==> src/rtl/sr_flag_arbiter_if.sv <==
// Requester-side bundle for sr_flag_arbiter: per-requester set/clear commands in,
// one-hot grant plus the shared SR flag bank out.
interface sr_flag_arbiter_if #(
    parameter int NUM_REQ   = 4,
    parameter int NUM_FLAGS = 8
);
    localparam int IDX_W = ($clog2(NUM_FLAGS) > 1) ? $clog2(NUM_FLAGS) : 1;

    logic [NUM_REQ-1:0]       req;
    logic [NUM_REQ-1:0]       req_set;
    logic [NUM_REQ-1:0]       req_clr;
    logic [NUM_REQ*IDX_W-1:0] req_idx;
    logic [NUM_REQ-1:0]       req_lock;
    logic [NUM_REQ-1:0]       gnt;
    logic                     err;
    logic [NUM_FLAGS-1:0]     flag_q;
    logic [NUM_FLAGS-1:0]     flag_q_bar;
    logic                     busy;

    modport slave (
        input  req, req_set, req_clr, req_idx, req_lock,
        output gnt, err, flag_q, flag_q_bar, busy
    );

    modport master (
        output req, req_set, req_clr, req_idx, req_lock,
        input  gnt, err, flag_q, flag_q_bar, busy
    );
endinterface

==> src/rtl/sr_flag_arbiter.sv <==
// Round-robin arbiter applying set/clear commands to a shared SR flag bank.
// Optional SR_ARB_LOCK_EN lets a winner hold the bank for back-to-back commands.
module sr_flag_arbiter #(
    parameter int NUM_REQ   = 4,
    parameter int NUM_FLAGS = 8
) (
    input  logic              clk,
    input  logic              reset,
    sr_flag_arbiter_if.slave  bus
);
    localparam int IDX_W = ($clog2(NUM_FLAGS) > 1) ? $clog2(NUM_FLAGS) : 1;
    localparam int PTR_W = ($clog2(NUM_REQ) > 1) ? $clog2(NUM_REQ) : 1;

`ifdef SR_ARB_LOCK_EN
    typedef enum logic [1:0] {S_IDLE, S_APPLY, S_LOCKED} state_t;
`else
    typedef enum logic [1:0] {S_IDLE, S_APPLY} state_t;
`endif

    state_t               r_state, w_next;
    logic [PTR_W-1:0]     r_rr_ptr, r_win;
    logic                 r_set, r_clr;
    logic [IDX_W-1:0]     r_idx;
    logic [NUM_FLAGS-1:0] r_q, r_qb;

    logic                 w_found;
    logic [PTR_W-1:0]     w_pick;
    logic                 w_cap;
    logic [PTR_W-1:0]     w_cap_win;
    logic                 w_adv;
    logic [NUM_REQ-1:0]   w_gnt;

    function automatic logic [PTR_W-1:0] f_inc(input logic [PTR_W-1:0] p);
        return (p == PTR_W'(NUM_REQ - 1)) ? '0 : p + 1'b1;
    endfunction

    // First requesting index at or after rr_ptr, wrapping at NUM_REQ.
    always_comb begin
        int j;
        j       = 0;
        w_found = 1'b0;
        w_pick  = '0;
        for (int k = 0; k < NUM_REQ; k++) begin
            j = int'(r_rr_ptr) + k;
            if (j >= NUM_REQ) j = j - NUM_REQ;
            if (!w_found && bus.req[j]) begin
                w_found = 1'b1;
                w_pick  = PTR_W'(j);
            end
        end
    end

    always_ff @(posedge clk or negedge reset) begin
        if (!reset) r_state <= S_IDLE;
        else        r_state <= w_next;
    end

    always_comb begin
        w_next    = r_state;
        w_cap     = 1'b0;
        w_cap_win = w_pick;
        w_adv     = 1'b0;
        case (r_state)
            S_IDLE: begin
                if (w_found) begin
                    w_cap  = 1'b1;
                    w_next = S_APPLY;
                end
            end
            S_APPLY: begin
                w_adv  = 1'b1;
                w_next = S_IDLE;
`ifdef SR_ARB_LOCK_EN
                if (bus.req_lock[r_win]) begin
                    w_adv  = 1'b0;
                    w_next = S_LOCKED;
                end
`endif
            end
`ifdef SR_ARB_LOCK_EN
            // Only the owner is served; pointer moves past it once it lets go.
            S_LOCKED: begin
                if (bus.req[r_win]) begin
                    w_cap     = 1'b1;
                    w_cap_win = r_win;
                    w_next    = S_APPLY;
                end else if (!bus.req_lock[r_win]) begin
                    w_adv  = 1'b1;
                    w_next = S_IDLE;
                end
            end
`endif
            default: w_next = S_IDLE;
        endcase
    end

`ifndef SR_ARB_LOCK_EN
    logic w_lock_unused;
    assign w_lock_unused = ^bus.req_lock;
`endif

    always_ff @(posedge clk or negedge reset) begin
        if (!reset) begin
            r_rr_ptr <= '0;
            r_win    <= '0;
            r_set    <= 1'b0;
            r_clr    <= 1'b0;
            r_idx    <= '0;
            r_q      <= '0;
            r_qb     <= '0;
        end else begin
            if (w_cap) begin
                r_win <= w_cap_win;
                r_set <= bus.req_set[w_cap_win];
                r_clr <= bus.req_clr[w_cap_win];
                r_idx <= bus.req_idx[w_cap_win*IDX_W +: IDX_W];
            end
            if (w_adv) r_rr_ptr <= f_inc(r_win);
            // Set dominates clear; an out-of-range index matches no flag.
            if (r_state == S_APPLY) begin
                for (int i = 0; i < NUM_FLAGS; i++) begin
                    if (32'(r_idx) == i) begin
                        if (r_set) begin
                            r_q[i]  <= 1'b1;
                            r_qb[i] <= 1'b0;
                        end else if (r_clr) begin
                            r_q[i]  <= 1'b0;
                            r_qb[i] <= 1'b1;
                        end
                    end
                end
            end
        end
    end

    always_comb begin
        w_gnt = '0;
        if (r_state == S_APPLY) w_gnt[r_win] = 1'b1;
    end

    assign bus.gnt        = w_gnt;
    assign bus.err        = (r_state == S_APPLY) && (32'(r_idx) >= NUM_FLAGS);
    assign bus.flag_q     = r_q;
    assign bus.flag_q_bar = r_qb;
    assign bus.busy       = (r_state != S_IDLE);
endmodule

==> src/flat_wrapper.sv <==
// flat-port wrapper written by rule: the top's interface ports become plain ports
module sr_flag_arbiter_flat 
#(
    parameter int NUM_REQ   = 4,
    parameter int NUM_FLAGS = 8
)
  (clk, reset, bus_req, bus_req_set, bus_req_clr, bus_req_idx, bus_req_lock, bus_gnt, bus_err, bus_flag_q, bus_flag_q_bar, bus_busy);
  sr_flag_arbiter_if #(.NUM_REQ(NUM_REQ), .NUM_FLAGS(NUM_FLAGS)) bus_i ();
  input  logic clk;
  input  logic reset;
  input wire logic [$bits(bus_i.req)-1:0] bus_req;
  input wire logic [$bits(bus_i.req_set)-1:0] bus_req_set;
  input wire logic [$bits(bus_i.req_clr)-1:0] bus_req_clr;
  input wire logic [$bits(bus_i.req_idx)-1:0] bus_req_idx;
  input wire logic [$bits(bus_i.req_lock)-1:0] bus_req_lock;
  output wire logic [$bits(bus_i.gnt)-1:0] bus_gnt;
  output wire logic [$bits(bus_i.err)-1:0] bus_err;
  output wire logic [$bits(bus_i.flag_q)-1:0] bus_flag_q;
  output wire logic [$bits(bus_i.flag_q_bar)-1:0] bus_flag_q_bar;
  output wire logic [$bits(bus_i.busy)-1:0] bus_busy;
  assign bus_i.req = bus_req;
  assign bus_i.req_set = bus_req_set;
  assign bus_i.req_clr = bus_req_clr;
  assign bus_i.req_idx = bus_req_idx;
  assign bus_i.req_lock = bus_req_lock;
  assign bus_gnt = bus_i.gnt;
  assign bus_err = bus_i.err;
  assign bus_flag_q = bus_i.flag_q;
  assign bus_flag_q_bar = bus_i.flag_q_bar;
  assign bus_busy = bus_i.busy;
  sr_flag_arbiter #(.NUM_REQ(NUM_REQ), .NUM_FLAGS(NUM_FLAGS)) u_core (.clk(clk), .reset(reset), .bus(bus_i));
endmodule
==> config.mk <==
export PLATFORM = sky130hd
export DESIGN_NAME = sr_flag_arbiter_flat
export DESIGN_NICKNAME = d
export VERILOG_FILES = /design/src/rtl/sr_flag_arbiter_if.sv /design/src/rtl/sr_flag_arbiter.sv /design/src/flat_wrapper.sv
export SDC_FILE = /design/constraint.sdc
export NUM_CORES = 1
export LEC_CHECK = 0
export CAP_MARGIN = 20
export CORE_ASPECT_RATIO = 0.8
export CORE_MARGIN = 3
export CORE_UTILIZATION = 35
export DETAILED_ROUTE_END_ITERATION = 12
export PLACE_DENSITY_LB_ADDON = 0.15
export RECOVER_POWER = 50
export SYNTH_ARGS = -nofsm -noshare
export SYNTH_HDL_FRONTEND = slang
export SYNTH_SLANG_ARGS = --single-unit
==> constraint.sdc <==
create_clock -name clk -period 2 [get_ports clk]
set_input_delay 0.4 -clock clk [delete_from_list [all_inputs] [get_ports clk]]
set_output_delay 0.4 -clock clk [all_outputs]
set_load 0.05 [all_outputs]
# After elaboration in Yosys (flattened, before gate mapping)
# Index checks and enable logic that the tools add are counted.
# word_totals
register_bits,27
output_inout_bits,22
in_bits,30
# classes
shifts,1
eq_ne,10
muxes,41
n_mul,1
n_lt_le_gt_ge,11
add_sub_neg,8
reduce_logical,19
# ops
cell,count
32-bit by 4-bit < comparator with 1-bit output (second input constant),4
32-bit two-way mux,4
32-bit by 4-bit greater-or-equal comparator with 1-bit output (second input constant),3
32-bit by 4-bit subtractor with 32-bit output (second input constant),3
3-bit AND reduction,8
1-bit two-way mux,22
2-bit two-way mux,7
1-bit binary-select mux with 2-bit select,6
3-bit equality test (second input constant),4
12-bit by 5-bit variable part select with 3-bit output,1
2-bit by 2-bit adder with 3-bit output (second input constant),2
3-bit by 2-bit equality test with 1-bit output (second input constant),2
2-bit by 3-bit < comparator with 1-bit output (second input constant),2
1-bit logical AND,4
2-bit by 2-bit multiplier with 4-bit output (second input constant),1
4-bit two-way mux,1
2-bit nonzero test,2
2-bit by 3-bit subtractor with 4-bit output (second input constant),1
2-bit by 1-bit adder with 3-bit output (second input constant),1
3-bit by 1-bit equality test with 1-bit output (second input constant),1
2-bit by 3-bit greater-or-equal comparator with 1-bit output (second input constant),1
1-bit zero test,3
3-bit zero test,1
2-bit by 1-bit adder with 2-bit output (second input constant),1
other kinds (6),6

# Logic depth before layout (Yosys ltp)
# depth
word_depth,17
mapped_depth,6
depth_no_buf,5

# Worst setup path after synthesis
# No wires, ideal clock.
# synth_timing
path_kind,register to register
from,register u_core.r_state[0]
to,register u_core.r_q[0] (netlist: u_core.bus.flag_q[0])
t_arrival_ns,1.841
setup_slack_ns,0.034
stages_incl_launch_ff,6
t_required_ns,1.875
cell_sequence,dfrtp_1 > inv_1 > or3_1 > buf_4 > nor3_4 > mux2_2
# synth_via
elab_chain_len,2
# synth_lines
item,line,rtl
"start, declared",sr_flag_arbiter.sv:20,"state_t r_state, w_next;"
"start signal, assigned",sr_flag_arbiter.sv:55,else r_state <= w_next;
2-bit by 1-bit equality test with 1-bit output,sr_flag_arbiter.sv:120,if (r_state == S_APPLY) begin
3-bit AND reduction (no source line),-,
"end signal, assigned",sr_flag_arbiter.sv:109,r_q <= '0;
"end signal, assigned by index",sr_flag_arbiter.sv:124,r_q[i] <= 1'b1;
"end signal, assigned by index",sr_flag_arbiter.sv:127,r_q[i] <= 1'b0;
"end, declared",sr_flag_arbiter.sv:24,"logic [NUM_FLAGS-1:0] r_q, r_qb;"
# No other way between the ends.
# A chain may end at the register's enable or synchronous reset.

# Worst setup path after layout
# layout_timing
from,register u_core.r_q[1] (netlist: u_core.bus.flag_q[1])
to,output bus_flag_q[1]
# layout_lines
item,line,rtl
"end, declared",flat_wrapper.sv:18,output wire logic [$bits(bus_i.flag_q)-1:0] bus_flag_q;
# No word-level cell between the ends.

==> metrics <==
clk buf depth 2; synth warn 0; area leader, netlist dfrtp_1; Port Buf Inserts 46; area of the core 3590 sq um; final hold vios 0; post-route cell area 2010 sq um; Initial Utilization 0.382; async set-reset flop share out of synthesis 1.00; Syn Inst Count 125; DRC errors left 0; first drt pass iteration count 4; Slew @ Worst Pin 1310 ps; Antenna Violating Nets Remaining 0; synth unique cells 29; Max Freq 543 MHz; Num CTS Buffers 3; die area 4710 sq um; min Tclk post-route between 1500 and 2000 ps; First DRT Iteration DRCs 50; max-cap check violation count 0; drt wl/cell about 12 um; Critical Path RT approximately 1600 ps; Post-synth EDFFs 0; Skew-Pair Late Insertion Delay 260 ps; num rows 19; WP buf/inv 1; layout cells sized above 1 0.169; RSZ-0062 raised after global routing false; fin. max-slew vios 0; commonest non-fill, non-tap cell in the layout clkdlybuf4s50_1; endpoint class of the critical path primary output; post_cts resized 0; GP Congestion roughly 0.77; Synth Register Bits 26; Post-Syn Area 1370 sq um; Final nets 213; Crit path max-delay family buffers and inverters; status finished clean; Clock Tree Root clkbuf_8; top area cells in the synthesized netlist dfrtp_1, mux2_2, mux2i_1, o31ai_1, ha_1; antenna cells 0; Via density 4.78; first-pass GRT wire length between 4000 and 5000 um; crit-path cells clkdlybuf4s50_1; area grow syn2layout 46.8%; fin crit share 0.921; Worst Hold Class register to register; H-Tree Depth 1; top-area cell type share of the netlist area 0.474; critical path class register to primary output; CTS Sinks 26; Worst path max stage delay 810 ps; setup violators final 0; Seq/Total Area, Yosys 0.474; Synth Flop Type dfrtp_1; most frequent cells in the layout clkdlybuf4s50_1, dfrtp_1, mux2i_1; CP Max Fanout 2; WP data arrival around 1400 ps; reg-to-reg startpoint u_core.r_set$_DFFE_PN0P_; Post-DP Area between 1500 and 2000 sq um; syn avg cell area about 11 sq um; syn nets around 160; Die Wd 76.0 um; Clk pin slew, worst setup/hold paths about 80 ps; crit path max-delay cell type clkdlybuf4s50_1; min-delay src u_core.bus.flag_q_bar[4]$_DFFE_PN0P_; storage element area 651 sq um; Worst Setup SP u_core.bus.flag_q[1]$_DFFE_PN0P_; Overall Global Routing Usage 0.127; largest net degree at the start of global routing 27; Vias 1,100; clk_skew between 3 and 4 ps; hold_buf cts 0; Filler Cells Inserted 308; I/O pin cnt 52; Startpoint Class register; maximum vdd drop between 0.0005 and 0.0006 V; detailed placer's ending HPWL roughly 2300 um; cell area power density 1560 nW/um^2; Setup Fix Bufs, Post-CTS 0; relative slew slack 0.126; CTS tree yes; initial antenna violation count 0; Multi-input gate area about 640 sq um; Overflow after GRT 0; leakage power total 0.874 nW; total power 0.00313 W; drt total wl 2830 um; Chip Height 62.0 um; vias in the first global route 1,057
layer usage:
metal,track usage,vias to the layer above,share of wire
met3,0.0303,2,0.051
met1,0.173,512,0.48
li1,-,545,-
met5,0,-,0
met4,0.0233,0,0.0096
met2,0.213,41,0.46
Yosys cell counts, drive strengths merged (2+ instances only):
cell type	n
or3	3
nand2b	2
mux2	10
dfrtp	26
ha	4
o21ai	10
and2	4
o221ai	6
buf	6
o31ai	7
inv	7
mux2i	11
nor2	7
nand2	10
final cells by class:
| class | instances | area share |
|---|---|---|
| Sequential cell | 26 | 0.323 |
| Multi-Input combinational cell | 85 | 0.317 |
| Timing Repair Buffer | 56 | 0.287 |
| Tap cell | 52 | 0.0323 |
| Clock buffer | 4 | 0.0273 |
| Inverter | 7 | 0.0131 |
logic make-up (layout without fill, tap and decap cells):
logic type / Yosys count / in the layout / share of synthesized area
AO/OA/AOI/OAI: 27 / 27 / 0.142
adder cells (fa/ha/maj): 4 / 4 / 0.0365
buffers and inverters: 14 / 67 / 0.0566
flip-flops: 26 / 26 / 0.474
multiplexers: 21 / 21 / 0.162
other: 1 / 1 / 0.00273
AND/OR/NAND/NOR: 32 / 32 / 0.125
registers in the layout (all words and copies together), names as in the netlist:
signal,count
u_core.r_clr,1
u_core.r_win,2
u_core.bus.flag_q_bar,8
u_core.r_set,1
u_core.bus.flag_q,8
u_core.r_idx,3
u_core.r_rr_ptr,2
u_core.r_state,1
stage by stage:
step           hold slack (ps)  instances  worst slack [ps]  TNS, ps   util
2_1_floorplan              104        125              34.0        0      -
3_3_place_gp               468        226             -82.3     -379  0.549
3_5_place_dp               496        226              -118     -528  0.549
4_1_cts                    508        230               145        0  0.564
5_1_grt                    537        230              40.8        0  0.561
6_report                   506        230               158        0  0.561
power by group:
part	internal (W)	switching, W	leakage, nW
combinational	0.000740	0.00111	0.523
clock	0.000175	0.000147	0.0288
sequential	0.000767	0.000190	0.322
total	0.00168	0.00145	0.874
worst paths after layout:
| kind | to | slack [ps] | cells past startpoint |
|---|---|---|---|
| max in group asynchronous | u_core.bus.flag_q[7]$_DFFE_PN0P_ | 350 | 2 |
| min in group asynchronous | u_core.r_rr_ptr[0]$_DFFE_PN0P_ | 880 | 2 |
| hold / removal | u_core.bus.flag_q_bar[4]$_DFFE_PN0P_ | 510 | 2 |
| setup / recovery | bus_flag_q[1] | 160 | 1 |
| hold reg to reg | u_core.bus.flag_q_bar[4]$_DFFE_PN0P_ | 510 | 2 |
| setup reg to reg | u_core.bus.flag_q[4]$_DFFE_PN0P_ | 260 | 3 |
No activity file was read; power rests on OpenSTA's default activity.
==> variant 1, RTL diff (same flow settings) <==
`NUM_REQ` is set to 4 in 3 places; all go to 2.
--- a/src/rtl/sr_flag_arbiter_if.sv
+++ b/src/rtl/sr_flag_arbiter_if.sv
@@ -3,3 +3,3 @@
 interface sr_flag_arbiter_if #(
-    parameter int NUM_REQ   = 4,
+    parameter int NUM_REQ   = 2,
     parameter int NUM_FLAGS = 8
--- a/src/rtl/sr_flag_arbiter.sv
+++ b/src/rtl/sr_flag_arbiter.sv
@@ -3,3 +3,3 @@
 module sr_flag_arbiter #(
-    parameter int NUM_REQ   = 4,
+    parameter int NUM_REQ   = 2,
     parameter int NUM_FLAGS = 8
--- a/src/flat_wrapper.sv
+++ b/src/flat_wrapper.sv
@@ -3,3 +3,3 @@
 #(
-    parameter int NUM_REQ   = 4,
+    parameter int NUM_REQ   = 2,
     parameter int NUM_FLAGS = 8
Ports: changed (6 resized); port bits go from 52 to 36. No check against the original RTL was run, so the function may have changed too.
==> variant 1 against the original RTL <==
Critical path depth did not move; fmax rose by 0.51%; worst setup slack improved by 0.0093 ns; cell area fell by 26%; count of clock-buffer cells in the layout did not move; routed wire length fell by 22%; sequential cell count fell by 2; power fell by 23%; synthesized area fell by 22%; die area fell by 20%; synthesized cell count fell by 23%; clock skew fell by 0.0020 ns; largest cell class unchanged.
==> variant 1: results (changes against the original RTL) <==
Worst setup path:
- The delay contributed by the slowest stage of the critical path was 0.81 ns (about the same).
- The top fanout value on the critical path is 2 (unchanged).
- The cell type group with the largest total delay on the critical path is buffers and inverters.
- The arrival time of data at the critical path endpoint is 1.43 ns.

Detailed routing:
- The DRC marker count from the first detailed-route iteration is 35 (-30%).
- The length of routed met2 wiring is 1010 um (-23%).
- The average routed wire per standard cell is 13.0 um (+5.7%).
- The routed length on met3 is 115 um (-20%).
- The top metal layer carrying routed signals is met3.
- The count of TritonRoute iterations in the first routing pass came to 4 (unchanged).
- The met1 routed wirelength after detailed routing came to 1070 um (-21%).
- The via count came to 799 (-27%).
- The residual antenna-violating net count after detailed routing is 0 (unchanged).

Logic synthesis:
- Sorting the synthesized cells by area gives the leading types as dfrtp_1 56%, mux2_2 7.3%, mux2i_1 4.7%.
- After synthesis, the most frequently instantiated cells are 24 x dfrtp_1, 10 x nor2_1, 8 x o21ai_0, 7 x inv_1, 7 x mux2_2.
- The fraction of the yosys area taken by sequential cells was 55.9% (+8.4 points).
- The share of the synthesized area in compound gates (AO/OA/AOI/OAI) is 13.3% (-0.96 points).
- The async set-or-reset flop fraction in the synthesized netlist is 100% (unchanged).
- The portion of netlist area occupied by mux cells is 13.4% (-2.9 points).
- The post-synth net total is 112 (-30%).
- The adder and majority cell fraction of the synthesized area came to 0% (-3.6 points).
- The yosys synthesis warning count came to 0 (unchanged).
- The post-synthesis cell type count is 25 (-14%).

Power and ir drop:
- The power share of the sequential group is 33.4% (+2.8 points).
- The maximum resistive drop on vdd is 0.821 mV (+43%).
- The leakage power of the design is 0.000613 uW (-30%).
- The switching portion of total power is 45.7% (-0.55 points).
- The power of the clock network came to 317 uW (-2%).

Place:
- The number of I/O port buffers is 32 (-30%).
- The post-DP HPWL is 1720 um (-24%).
- The post-placement setup slack is 0.351 ns (+0.469 ns).
- The global placement routability congestion came to 0.703 (-9.2%).

Global routing:
- The overall track demand over capacity in global routing is 12.7% (+0.071 points).
- The largest net degree at the start of global routing is 25 (-7.4%).
- The global-route track usage on met1 is 18.2% (+0.96 points).
- The global-route met3 utilization came to 4.27% (+1.2 points).
- The number of global-route vias before repair is 818 (-23%).
- The met2 demand-to-capacity share in global routing is 19.1% (-2.2 points).
- The global-route wire length before repair is 3750 um (-21%).

Clocking:
- The clock transition at the register clock pins on the worst setup and hold paths after CTS was 0.08 ns (about the same).
- In this run the clock root is driven by a clkbuf_8.
- The post-cts gate resize count is 0 (unchanged).
- The number of buffers created by CTS is 3 (unchanged).
- The maximum count of clock buffers along a single path was 2 (unchanged).
- The CTS H-tree depth was 1 (unchanged).

Final layout:
- The post-layout net count was 148 (-31%).
- The number of inserted filler cells in the final layout was 265 (-14%).
- The share of post-route cells with drive strength above 1 is 13.7% (-3.1 points).

Timing:
- The post-route clock skew is 0.000994 ns (-0.00201 ns).
- The headroom to the max-slew limit is 15.2% (+2.6 points).

Run status:
- The run finished with clean final reports.
==> variant 1: cell count changes after synthesis, moves of 3 or more <==
cell | before | now
mux2i_1 | 11 | 5
nand3_1 | 0 | 5
a31oi_1 | 0 | 5
o221ai_1 | 5 | 0
o31ai_1 | 7 | 3
and2_1 | 4 | 1
nand2_1 | 10 | 1
or3_1 | 3 | 0
nor3_1 | 0 | 3
ha_1 | 4 | 0
mux2_2 | 10 | 7
nor2_1 | 7 | 10
==> variant 1: cell type report <==
cell class                      instances  area [um2]  area share, %
Sequential cell                        24         601           40.6
Multi-Input combinational cell         61         423           28.6
Timing Repair Buffer                   35         328           22.1
Clock buffer                            4        55.1           3.72
Tap cell                               38        47.5           3.21
Inverter                                7        26.3           1.78
==> variant 1: per-stage QoR <==
stage	total power [uW]	instances	hold slack, ns	cell area, um2	util [%]
6_report	2410	169	0.509	1480	51.9
5_1_grt	2550	169	0.532	1480	51.9
4_1_cts	2460	169	0.503	1490	52.3
3_5_place_dp	2130	165	0.494	1440	50.4
3_3_place_gp	2110	165	0.489	1440	50.4
2_1_floorplan	1680	96	0.104	1070	-
==> variant 1: final timing paths <==
path / from / cells after the start / to / slack (ns)
setup / recovery: u_core.bus.flag_q[3] / 1 / bus_flag_q[3] / 0.17
hold / removal: u_core.bus.flag_q_bar[5] / 2 / u_core.bus.flag_q_bar[5] / 0.51
setup reg to reg: u_core.r_state[0] / 3 / u_core.bus.flag_q[0] / 0.25
hold reg to reg: u_core.bus.flag_q_bar[5] / 2 / u_core.bus.flag_q_bar[5] / 0.51
max in group asynchronous: reset / 2 / u_core.bus.flag_q[7] / 0.39
min in group asynchronous: reset / 2 / u_core.r_idx[1] / 0.86
==> variant 2, RTL diff (same settings) <==
Without the edit above. Register the output `bus.err`, without a reset; this adds one clock of latency there.
--- a/src/rtl/sr_flag_arbiter.sv
+++ b/src/rtl/sr_flag_arbiter.sv
@@ -141,3 +141,5 @@
     assign bus.gnt        = w_gnt;
-    assign bus.err        = (r_state == S_APPLY) && (32'(r_idx) >= NUM_FLAGS);
+    always_ff @(posedge clk) begin
+        bus.err <= (r_state == S_APPLY) && (32'(r_idx) >= NUM_FLAGS);
+    end
     assign bus.flag_q     = r_q;
Behaviour: unchanged (Yosys induction, for registers that start in step).
==> variant 2 against the original RTL <==
Sequential cell count unchanged; synthesized area up 1.6%; cell area about the same; routed wire length up 5.0%; clock skew down 0.00085 ns; non-clock buffer count down 1; power down 0.57%; worst setup slack worse by 0.013 ns; critical endpoint is now u_core.r_set.
==> variant 2: results (changes against the original RTL) <==
Run status:
- The flow ran to the end, and the final reports show no timing, DRC or antenna violations.

Logic synthesis:
- The async set-or-reset flop fraction in the synthesized netlist came to 100% (unchanged).
- The adder and majority cell fraction of the synthesized area is 3.59% (-0.056 points).
- The post-synthesis cell type count came to 30 (+3.4%).
- The post-synth net total is 163 (+2.5%).
- The fraction of the yosys area taken by sequential cells is 46.7% (-0.72 points).
- The portion of netlist area occupied by mux cells is 16.0% (-0.25 points).
- By area the synthesized netlist is led by dfrtp_1 47%, mux2_2 8.1%, mux2i_1 7.9%.
- By count the netlist is led by 26 x dfrtp_1, 11 x mux2i_1, 11 x nand2_1, 11 x o21ai_0, 10 x mux2_2.
- The share of the synthesized area in compound gates (AO/OA/AOI/OAI) came to 14.7% (+0.50 points).
- The share of the synthesized area in the top cell type came to 46.7% (-0.72 points).
- The mean area per synthesized cell came to 10.8 um2 (-1.6%).
- The XOR/XNOR share of the synthesized area is 0% (unchanged).

Global routing:
- The global-route met3 utilization is 3.75% (+0.72 points).
- The met2 demand-to-capacity share in global routing was 22.3% (+0.92 points).
- The number of global-route vias before repair is 1143 (+8.1%).
- The number of antenna violations at the first check in global routing is 0 (unchanged).
- The global-route wire length before repair is 5200 um (+9.1%).
- The global-route track usage on met1 is 16.5% (-0.71 points).
- The overall track demand over capacity in global routing is 13.2% (+0.49 points).

Clocking:
- The root buffer cell is clkbuf_8.
- The insertion delay to the later sink of the worst-skew pair is 0.26 ns (about the same).
- The post-cts gate resize count is 0 (unchanged).
- The total setup buffers inserted after CTS was 0 (unchanged).
- The number of buffers created by CTS is 3 (unchanged).

Final layout:
- The post-layout net count is 215 (+0.94%).
- The number of inserted filler cells in the final layout came to 344 (+12%).
- The share of post-route cells with drive strength above 1 was 19.6% (+2.7 points).

Power and ir drop:
- The total power draw came to 3110 uW (-0.57%).
- The power dissipated in sequential cells is 977 uW (+2.1%).
- The leakage power of the design is 0.000875 uW (+0.17%).
- The switching portion of total power is 46.8% (+0.57 points).
- The relative contribution of the clock network to total power was 9.1% (-1.2 points).
- The maximum resistive drop on vdd is 0.543 mV (-5.3%).

Worst setup path:
- The top fanout value on the critical path is 8 (+6).
- The delay contributed by the slowest stage of the critical path came to 0.47 ns (-0.34 ns).
- The arrival time of data at the critical path endpoint came to 1.97 ns (+0.53 ns).

Timing:
- The headroom to the max-slew limit is 56.2% (+44 points).
- The post-route clock skew is 0.00215 ns (-0.000853 ns).

Place:
- The post-DP HPWL is 2360 um (+4.2%).
- The global placement routability congestion is 0.883 (+14%).
- The post-placement setup slack is -0.214 ns (-0.0956 ns).
- The post-detailed-placement cell area is 1980 um2 (+0.25%).
- The cell count after placement is 228 (+0.88%).

Detailed routing:
- The average routed wire per standard cell is 12.8 um (+4.5%).
- The via count is 1099 (-0.091%).
- The final wirelength is 2970 um (+5.0%).
-- variant 2: critical path: cells and delay by family --
family / cells / cell delay [ns]
buffers and inverters: 2 / 0.64
AND/OR/NAND/NOR: 1 / 0.47
AO/OA/AOI/OAI: 2 / 0.26
multiplexers: 1 / 0.20
-- variant 2: path summary, 6_finish.rpt --
| check | start | endpoint | slack (ns) | depth (start not counted) |
|---|---|---|---|---|
| max | bus_req[0] | u_core.r_set | 0.15 | 6 |
| min | u_core.bus.flag_q_bar[4] | u_core.bus.flag_q_bar[4] | 0.50 | 2 |
| max reg2reg | u_core.r_state[0] | u_core.bus.flag_q[0] | 0.18 | 4 |
| min reg2reg | u_core.bus.flag_q_bar[4] | u_core.bus.flag_q_bar[4] | 0.50 | 2 |
| max in group asynchronous | reset | u_core.r_set | 0.92 | 2 |
| min in group asynchronous | reset | u_core.r_rr_ptr[1] | 0.68 | 2 |
-- variant 2: per-layer routing --
layer  vias to the layer above  part of all wire [%]
li1                        556                     -
met1                       504                    47
met2                        37                    47
met3                         2                   5.8
met4                         0                  0.91
met5                         -                     0
-- variant 2: final cells by class --
cell class / instances / area (um2) / share of cell area [%]
multi-input cells: 88 / 657 / 32.6
flip-flops and latches: 26 / 651 / 32.3
repair buffers: 55 / 572 / 28.4
well taps: 52 / 65.1 / 3.23
clock buffers: 3 / 41.3 / 2.05
inverters: 7 / 26.3 / 1.31
-- variant 2: cell families (layout without fill, tap and decap cells) --
logic type / Yosys count / count (layout)
AO/OA/AOI/OAI: 30 / 30
adder cells (fa/ha/maj): 4 / 4
flip-flops: 26 / 26
buffers and inverters: 15 / 65
AND/OR/NAND/NOR: 32 / 32
other: 1 / 1
multiplexers: 21 / 21
